File: src/rtl/regfile_bist_pkg.sv
// Shared types, test patterns and the expected-value helper for the register-file self-test.
package regfile_bist_pkg;

  typedef enum logic [1:0] {
    IDLE  = 2'd0,
    WRITE = 2'd1,
    READ  = 2'd2,
    DONE  = 2'd3
  } state_t;

  localparam logic [31:0] PAT0 = 32'h5555_5555;
  localparam logic [31:0] PAT1 = 32'hAAAA_AAAA;

  // Address-unique write pattern: the pass pattern with the register address folded into the low bits.
  function automatic logic [31:0] pat_data(input logic p, input logic [31:0] a);
    return (p ? PAT1 : PAT0) ^ a;
  endfunction

  // Value a healthy regfile should return; a hardwired register 0 always reads back as zero.
  function automatic logic [31:0] exp_data(input logic p, input logic [31:0] a, input logic zero_reg);
    return (zero_reg && (a == 32'd0)) ? 32'd0 : pat_data(p, a);
  endfunction

endpackage

File: src/rtl/regfile_bist.sv
// Self-test initiator for a 2-read/1-write register file. It writes an address-unique pattern to
// every register and reads it back on both ports. This repeats for two complementary patterns,
// and the unit then reports a mismatch count and the first failing address.
module regfile_bist
  import regfile_bist_pkg::*;
#(
  parameter int NREGS    = 32,
  parameter int AW       = 5,
  parameter int DW       = 32,
  parameter bit ZERO_REG = 1'b1
) (
  input  logic          i_clk,
  input  logic          i_reset,
  input  logic          i_start,
  output logic          o_busy,
  output logic          o_done,
  output logic          o_pass,
  output logic [AW-1:0] o_err_addr,
  output logic [7:0]    o_err_count,
  output logic          o_we3,
  output logic [AW-1:0] o_wa3,
  output logic [DW-1:0] o_wd3,
  output logic [AW-1:0] o_ra1,
  output logic [AW-1:0] o_ra2,
  input  logic [DW-1:0] i_rd1,
  input  logic [DW-1:0] i_rd2
);

  state_t        r_state;
  state_t        w_nextState;
  logic [AW-1:0] r_a;
  logic          r_p;
  logic [7:0]    r_errCount;
  logic [AW-1:0] r_errAddr;

  logic          w_lastAddr;
  logic [AW-1:0] w_ra2;
  logic [DW-1:0] w_exp1;
  logic [DW-1:0] w_exp2;
  logic          w_mis1;
  logic          w_mis2;
  logic [8:0]    w_errSum;
  logic [7:0]    w_errNext;

  assign w_lastAddr = (r_a == AW'(NREGS - 1));
  assign w_ra2      = AW'(NREGS - 1) - r_a;
  assign w_exp1     = DW'(exp_data(r_p, 32'(r_a), ZERO_REG));
  assign w_exp2     = DW'(exp_data(r_p, 32'(w_ra2), ZERO_REG));
  assign w_mis1     = (r_state == READ) && (i_rd1 != w_exp1);
  assign w_mis2     = (r_state == READ) && (i_rd2 != w_exp2);
  assign w_errSum   = {1'b0, r_errCount} + 9'(w_mis1) + 9'(w_mis2);
  assign w_errNext  = (w_errSum > 9'd255) ? 8'hFF : w_errSum[7:0];

  // State register; reset aborts any run immediately.
  always_ff @(posedge i_clk) begin
    if (i_reset) r_state <= IDLE;
    else         r_state <= w_nextState;
  end

  // Sequencing: start only counts when idle or finished; each phase walks all addresses once.
  always_comb begin
    w_nextState = r_state;
    case (r_state)
      IDLE:    if (i_start) w_nextState = WRITE;
      WRITE:   if (w_lastAddr) w_nextState = READ;
      READ:    if (w_lastAddr) w_nextState = r_p ? DONE : WRITE;
      DONE:    if (i_start) w_nextState = WRITE;
      default: w_nextState = IDLE;
    endcase
  end

  // Address walker, pass bit and error bookkeeping. The first error is detected while the count is
  // still zero, which is safe because the count saturates instead of wrapping.
  always_ff @(posedge i_clk) begin
    if (i_reset) begin
      r_a        <= '0;
      r_p        <= 1'b0;
      r_errCount <= '0;
      r_errAddr  <= '0;
    end else begin
      case (r_state)
        IDLE, DONE: begin
          if (i_start) begin
            r_a        <= '0;
            r_p        <= 1'b0;
            r_errCount <= '0;
            r_errAddr  <= '0;
          end
        end
        WRITE: begin
          r_a <= w_lastAddr ? '0 : r_a + 1'b1;
        end
        READ: begin
          r_errCount <= w_errNext;
          if ((r_errCount == 8'd0) && (w_mis1 || w_mis2)) begin
            r_errAddr <= w_mis1 ? r_a : w_ra2;
          end
          if (w_lastAddr) begin
            r_a <= '0;
            if (!r_p) r_p <= 1'b1;
          end else begin
            r_a <= r_a + 1'b1;
          end
        end
        default: ;
      endcase
    end
  end

  // Port drive and status, decoded purely from registered state so read data never reaches outputs.
  always_comb begin
    o_we3 = 1'b0;
    o_wa3 = '0;
    o_wd3 = '0;
    o_ra1 = '0;
    o_ra2 = '0;
    if (r_state == WRITE) begin
      o_we3 = 1'b1;
      o_wa3 = r_a;
      o_wd3 = DW'(pat_data(r_p, 32'(r_a)));
    end
    if (r_state == READ) begin
      o_ra1 = r_a;
      o_ra2 = w_ra2;
    end
    o_busy      = (r_state == WRITE) || (r_state == READ);
    o_done      = (r_state == DONE);
    o_pass      = (r_state == DONE) && (r_errCount == 8'd0);
    o_err_addr  = r_errAddr;
    o_err_count = r_errCount;
  end

endmodule

File: config.mk
export PLATFORM = sky130hd
export DESIGN_NAME = regfile_bist
export DESIGN_NICKNAME = d
export VERILOG_FILES = /design/src/rtl/regfile_bist_pkg.sv /design/src/rtl/regfile_bist.sv
export SDC_FILE = /design/constraint.sdc
export NUM_CORES = 1
export LEC_CHECK = 0
export CAP_MARGIN = 20
export CORE_UTILIZATION = 41
export DETAILED_ROUTE_END_ITERATION = 10
export PLACE_DENSITY = 0.82
export RECOVER_POWER = 25
export SYNTH_ARGS = -nofsm -noshare
export SYNTH_HDL_FRONTEND = slang
export SYNTH_SLANG_ARGS = --single-unit
File: constraint.sdc
create_clock -name i_clk -period 5.58 [get_ports i_clk]
set_clock_uncertainty 0.15 [all_clocks]
set_input_delay 1.395 -clock i_clk [delete_from_list [all_inputs] [get_ports i_clk]]
set_output_delay 1.395 -clock i_clk [all_outputs]
set_load 0.1 [all_outputs]
==> run_summary.xml <==
<?xml version="1.0" encoding="UTF-8"?>
<metrics>
  <group name="outcome">
    <metric name="outcome" unit="">complete, no violations</metric>
  </group>
  <group name="critical_path">
    <metric name="worst_setup_path_startpoint" unit="">i_rd2[7]</metric>
    <metric name="cp-end-kind" unit="">flop</metric>
    <metric name="critical_path_required" unit="ps">5570</metric>
    <metric name="timing.critical_path.fanout_max" unit="">6</metric>
    <metric name="critical_path.reg2reg.startpoint" unit="">r_a[3]$_SDFFE_PP0P_</metric>
    <metric name="critical_path.startpoint_type" unit="">input port</metric>
    <metric name="timing_worst_setup_path_type" unit="">input port to flop</metric>
    <metric name="crit_arrival" unit="ps">4920</metric>
  </group>
  <group name="grt">
    <metric name="gr-total-overflow" unit="">0</metric>
    <metric name="grt_start_max_net_pins" unit="">31</metric>
    <metric name="grt_use_total" unit="">0.230</metric>
    <metric name="first_global_vias" unit="">2680</metric>
    <metric name="antenna_found_initial" unit="">0</metric>
    <metric name="grt_first_pass_wirelength" unit="um">12200</metric>
  </group>
  <group name="routing">
    <metric name="routed_wl" unit="um">8020</metric>
    <metric name="antenna_violating_nets_post_route" unit="">0</metric>
    <metric name="drt-initial-drc-count" unit="">147</metric>
    <metric name="drcViolationCount" unit="">0</metric>
    <metric name="routed-via-count" unit="">3043</metric>
    <metric name="wl_per_cell" unit="um">15.5</metric>
    <metric name="drtPass1Iterations" unit="">5</metric>
    <metric name="route.detailed.vias_per_inst" unit="">5.89</metric>
  </group>
  <group name="power">
    <metric name="cellLeakagePower" unit="uW">0.00143</metric>
    <metric name="internal_power" unit="uW">519</metric>
    <metric name="pwr-share-seq" unit="">0.114</metric>
    <metric name="p_clk_frac" unit="">0.070</metric>
    <metric name="total_power" unit="uW">1540</metric>
    <metric name="switching_power" unit="uW">1020</metric>
    <metric name="switching_share" unit="">0.662</metric>
    <metric name="powerDensity" unit="nW/um^2">411</metric>
    <metric name="comb_power_share" unit="">0.815</metric>
    <metric name="vdd.ir_drop.worst" unit="V">0.000601</metric>
  </group>
  <group name="clocking">
    <metric name="ctsHoldBuffers" unit="">0</metric>
    <metric name="cts_tree" unit="">yes</metric>
    <metric name="clkSlewWorstSetupHoldPaths" unit="ps">90</metric>
    <metric name="ctsLongestPathBuffers" unit="">2</metric>
    <metric name="cts_root_buffer" unit="">clkbuf_8</metric>
    <metric name="cts.repair.resized" unit="">0</metric>
    <metric name="post_cts.repair.setup_buffers" unit="">0</metric>
    <metric name="clkSinkCount" unit="">21</metric>
    <metric name="number_of_buffers_added_by_the_clock_tree_synthesis_step" unit="">3</metric>
    <metric name="clock_latency" unit="ps">270</metric>
    <metric name="cts.htree.levels" unit="">1</metric>
  </group>
  <group name="synth">
    <metric name="synth_warnings" unit="">0</metric>
    <metric name="syn_nets" unit="">424</metric>
    <metric name="synthDistinctLibCells" unit="">70</metric>
    <metric name="ys.flop_type" unit="">dfxtp_1</metric>
    <metric name="synth_edf_count" unit="">0</metric>
    <metric name="syn-mean-instance-area" unit="um^2">7.44</metric>
    <metric name="ys_ff_latch" unit="">21</metric>
    <metric name="netlist_instances" unit="">347</metric>
    <metric name="yosysSeqAreaShare" unit="">0.163</metric>
    <metric name="synth_async_sr_flop_share" unit="">0</metric>
    <metric name="post_synth_instance_area" unit="um^2">2580</metric>
  </group>
  <group name="timing">
    <metric name="final_hold_viol_count" unit="">0</metric>
    <metric name="timing.final.max_slew_violations" unit="">0</metric>
    <metric name="worst-slew-pin-transition" unit="ps">1030</metric>
    <metric name="final-setup-viol-count" unit="">0</metric>
    <metric name="period_share" unit="">0.883</metric>
    <metric name="min_period" unit="ps">4930</metric>
    <metric name="fin_worst_hold_slack" unit="ps">315</metric>
    <metric name="fin_tns_setup" unit="ps">0</metric>
    <metric name="max_slew_margin" unit="">0.312</metric>
    <metric name="max_clock_freq" unit="MHz">203</metric>
    <metric name="setup_repair_after_global_routing_missed_its_margin" unit="">false</metric>
  </group>
  <group name="die">
    <metric name="initial_utilization" unit="">0.431</metric>
    <metric name="floorplan.die_area" unit="um^2">6620</metric>
    <metric name="coreArea" unit="um^2">5990</metric>
    <metric name="die_w" unit="um">81.3</metric>
    <metric name="die_h" unit="um">81.3</metric>
    <metric name="ios" unit="">131</metric>
    <metric name="num_rows" unit="">28</metric>
  </group>
  <group name="cells_and_area">
    <metric name="layout_commonest_cell" unit="">clkdlybuf4s50_1</metric>
    <metric name="mostFrequentLayoutCells" unit="">clkdlybuf4s50_1 (115), nor2_1 (37), a21oi_1 (25), dfxtp_1 (21)</metric>
    <metric name="diodes_inserted" unit="">0</metric>
    <metric name="layoutNonFillerInstCount" unit="">517</metric>
    <metric name="layout_cells_sized_above_1" unit="">0.0407</metric>
    <metric name="layout-area-overhead-vs-synth" unit="%">44.6</metric>
    <metric name="total_number_of_nets_in_the_final_design" unit="">520</metric>
  </group>
  <group name="min_path">
    <metric name="holdCritPathClass" unit="">flop to flop</metric>
    <metric name="timing.hold.worst.start" unit="">o_err_addr[4]$_SDFFE_PP0P_</metric>
  </group>
  <group name="placement">
    <metric name="numPortBuffers" unit="">130</metric>
    <metric name="detailedPlacementHpwl" unit="um">6070</metric>
    <metric name="gp_congestion" unit="">0.919</metric>
    <metric name="dpl.cell_count" unit="">513</metric>
  </group>
  <group name="job">
    <metric name="timing.max_cap.violations" unit="">0</metric>
  </group>
</metrics>
## Yosys cell counts (3+ instances only)
library cell | n | area share
nand3b_1 | 4 | 0.012
o2111ai_1 | 3 | 0.010
a32oi_1 | 3 | 0.010
o21ai_0 | 14 | 0.027
a21oi_1 | 25 | 0.048
clkbuf_1 | 5 | 0.0073
nor2_1 | 37 | 0.054
buf_4 | 28 | 0.081
and3_1 | 13 | 0.032
a31oi_1 | 5 | 0.012
nand2_1 | 12 | 0.017
and2_1 | 14 | 0.034
nor2b_1 | 4 | 0.0097
nand4b_1 | 3 | 0.010
buf_6 | 4 | 0.017
nor4_1 | 6 | 0.015
dfxtp_1 | 21 | 0.16
nor4b_1 | 5 | 0.017
or4_1 | 8 | 0.023
xor2_1 | 4 | 0.014
nand3_1 | 7 | 0.014
a211oi_1 | 4 | 0.012
inv_1 | 14 | 0.020
or3_1 | 4 | 0.0097
o31ai_1 | 4 | 0.012
a22oi_1 | 4 | 0.012
nand2b_1 | 6 | 0.015
buf_2 | 3 | 0.0058
a211o_1 | 7 | 0.024
nor3_1 | 9 | 0.017
nor3b_1 | 3 | 0.0087
nand4_1 | 14 | 0.034
ha_1 | 9 | 0.044
## power by group through the flow
stage	Combinational, uW	Sequential, uW	Clock (uW)
floorplan	996	192	0
detailed placement	1250	179	0
finish	1250	176	108
global placement	1240	178	0
CTS	1250	175	109
global route	1310	177	115
## layer usage
layer / global-route usage / vias to the layer above / part of all wire
li1: - / 1466 / -
met1: 0.306 / 1425 / 0.44
met2: 0.390 / 144 / 0.47
met3: 0.0337 / 8 / 0.083
met4: 0.0446 / 0 / 0.0094
met5: 0 / - / 0
## final timing paths
| kind | slack [ps] | end | cells after the start |
|---|---|---|---|
| max | 650 | o_err_count[4]$_SDFFE_PP0P_ | 15 |
| min | 320 | o_err_addr[4]$_SDFFE_PP0P_ | 1 |
| max reg2reg | 840 | o_err_count[4]$_SDFFE_PP0P_ | 16 |
| min reg2reg | 320 | o_err_addr[4]$_SDFFE_PP0P_ | 1 |
## layout make-up
cell class | count | area (um^2)
fill | 520 | 2260
clock buffer | 3 | 41.3
inverter | 15 | 56.3
sequential | 21 | 420
tap | 75 | 93.8
timing repair buffer | 134 | 1330
multi-input combinational | 268 | 1780
clock inverter | 1 | 7.51
## flip-flops by register name (all words and copies together), names as in the netlist
name	count
r_p	1
o_err_addr	5
r_state	2
r_a	5
o_err_count	8
## cell families after synthesis
family                   synth area share
multiplexers                      0.00388
buffers and inverters               0.146
flip-flops                          0.163
XOR/XNOR                           0.0204
AO/OA/AOI/OAI                       0.239
adder cells (fa/ha/maj)            0.0514
AND/OR/NAND/NOR                     0.376
## per-stage QoR
step	utilization	worst slack, ps	cell area [um^2]
2_1_floorplan	-	419	2580
3_3_place_gp	0.615	440	3680
3_5_place_dp	0.615	401	3680
4_1_cts	0.623	674	3730
5_1_grt	0.623	465	3730
6_report	0.623	653	3730
## worst max-delay path, stage by stage
cell,delay (ps)
clkdlybuf4s50_1,410
or4_1,530
or4_4,440
a221oi_2,290
nand4_2,220
nand2_1,160
fa_1,220
inv_1,60
ha_1,210
and3_1,200
and3_1,210
nand3_1,200
o21ai_0,120
a22oi_1,190
nor2_1,50
Power figures use the tool's default switching activity.
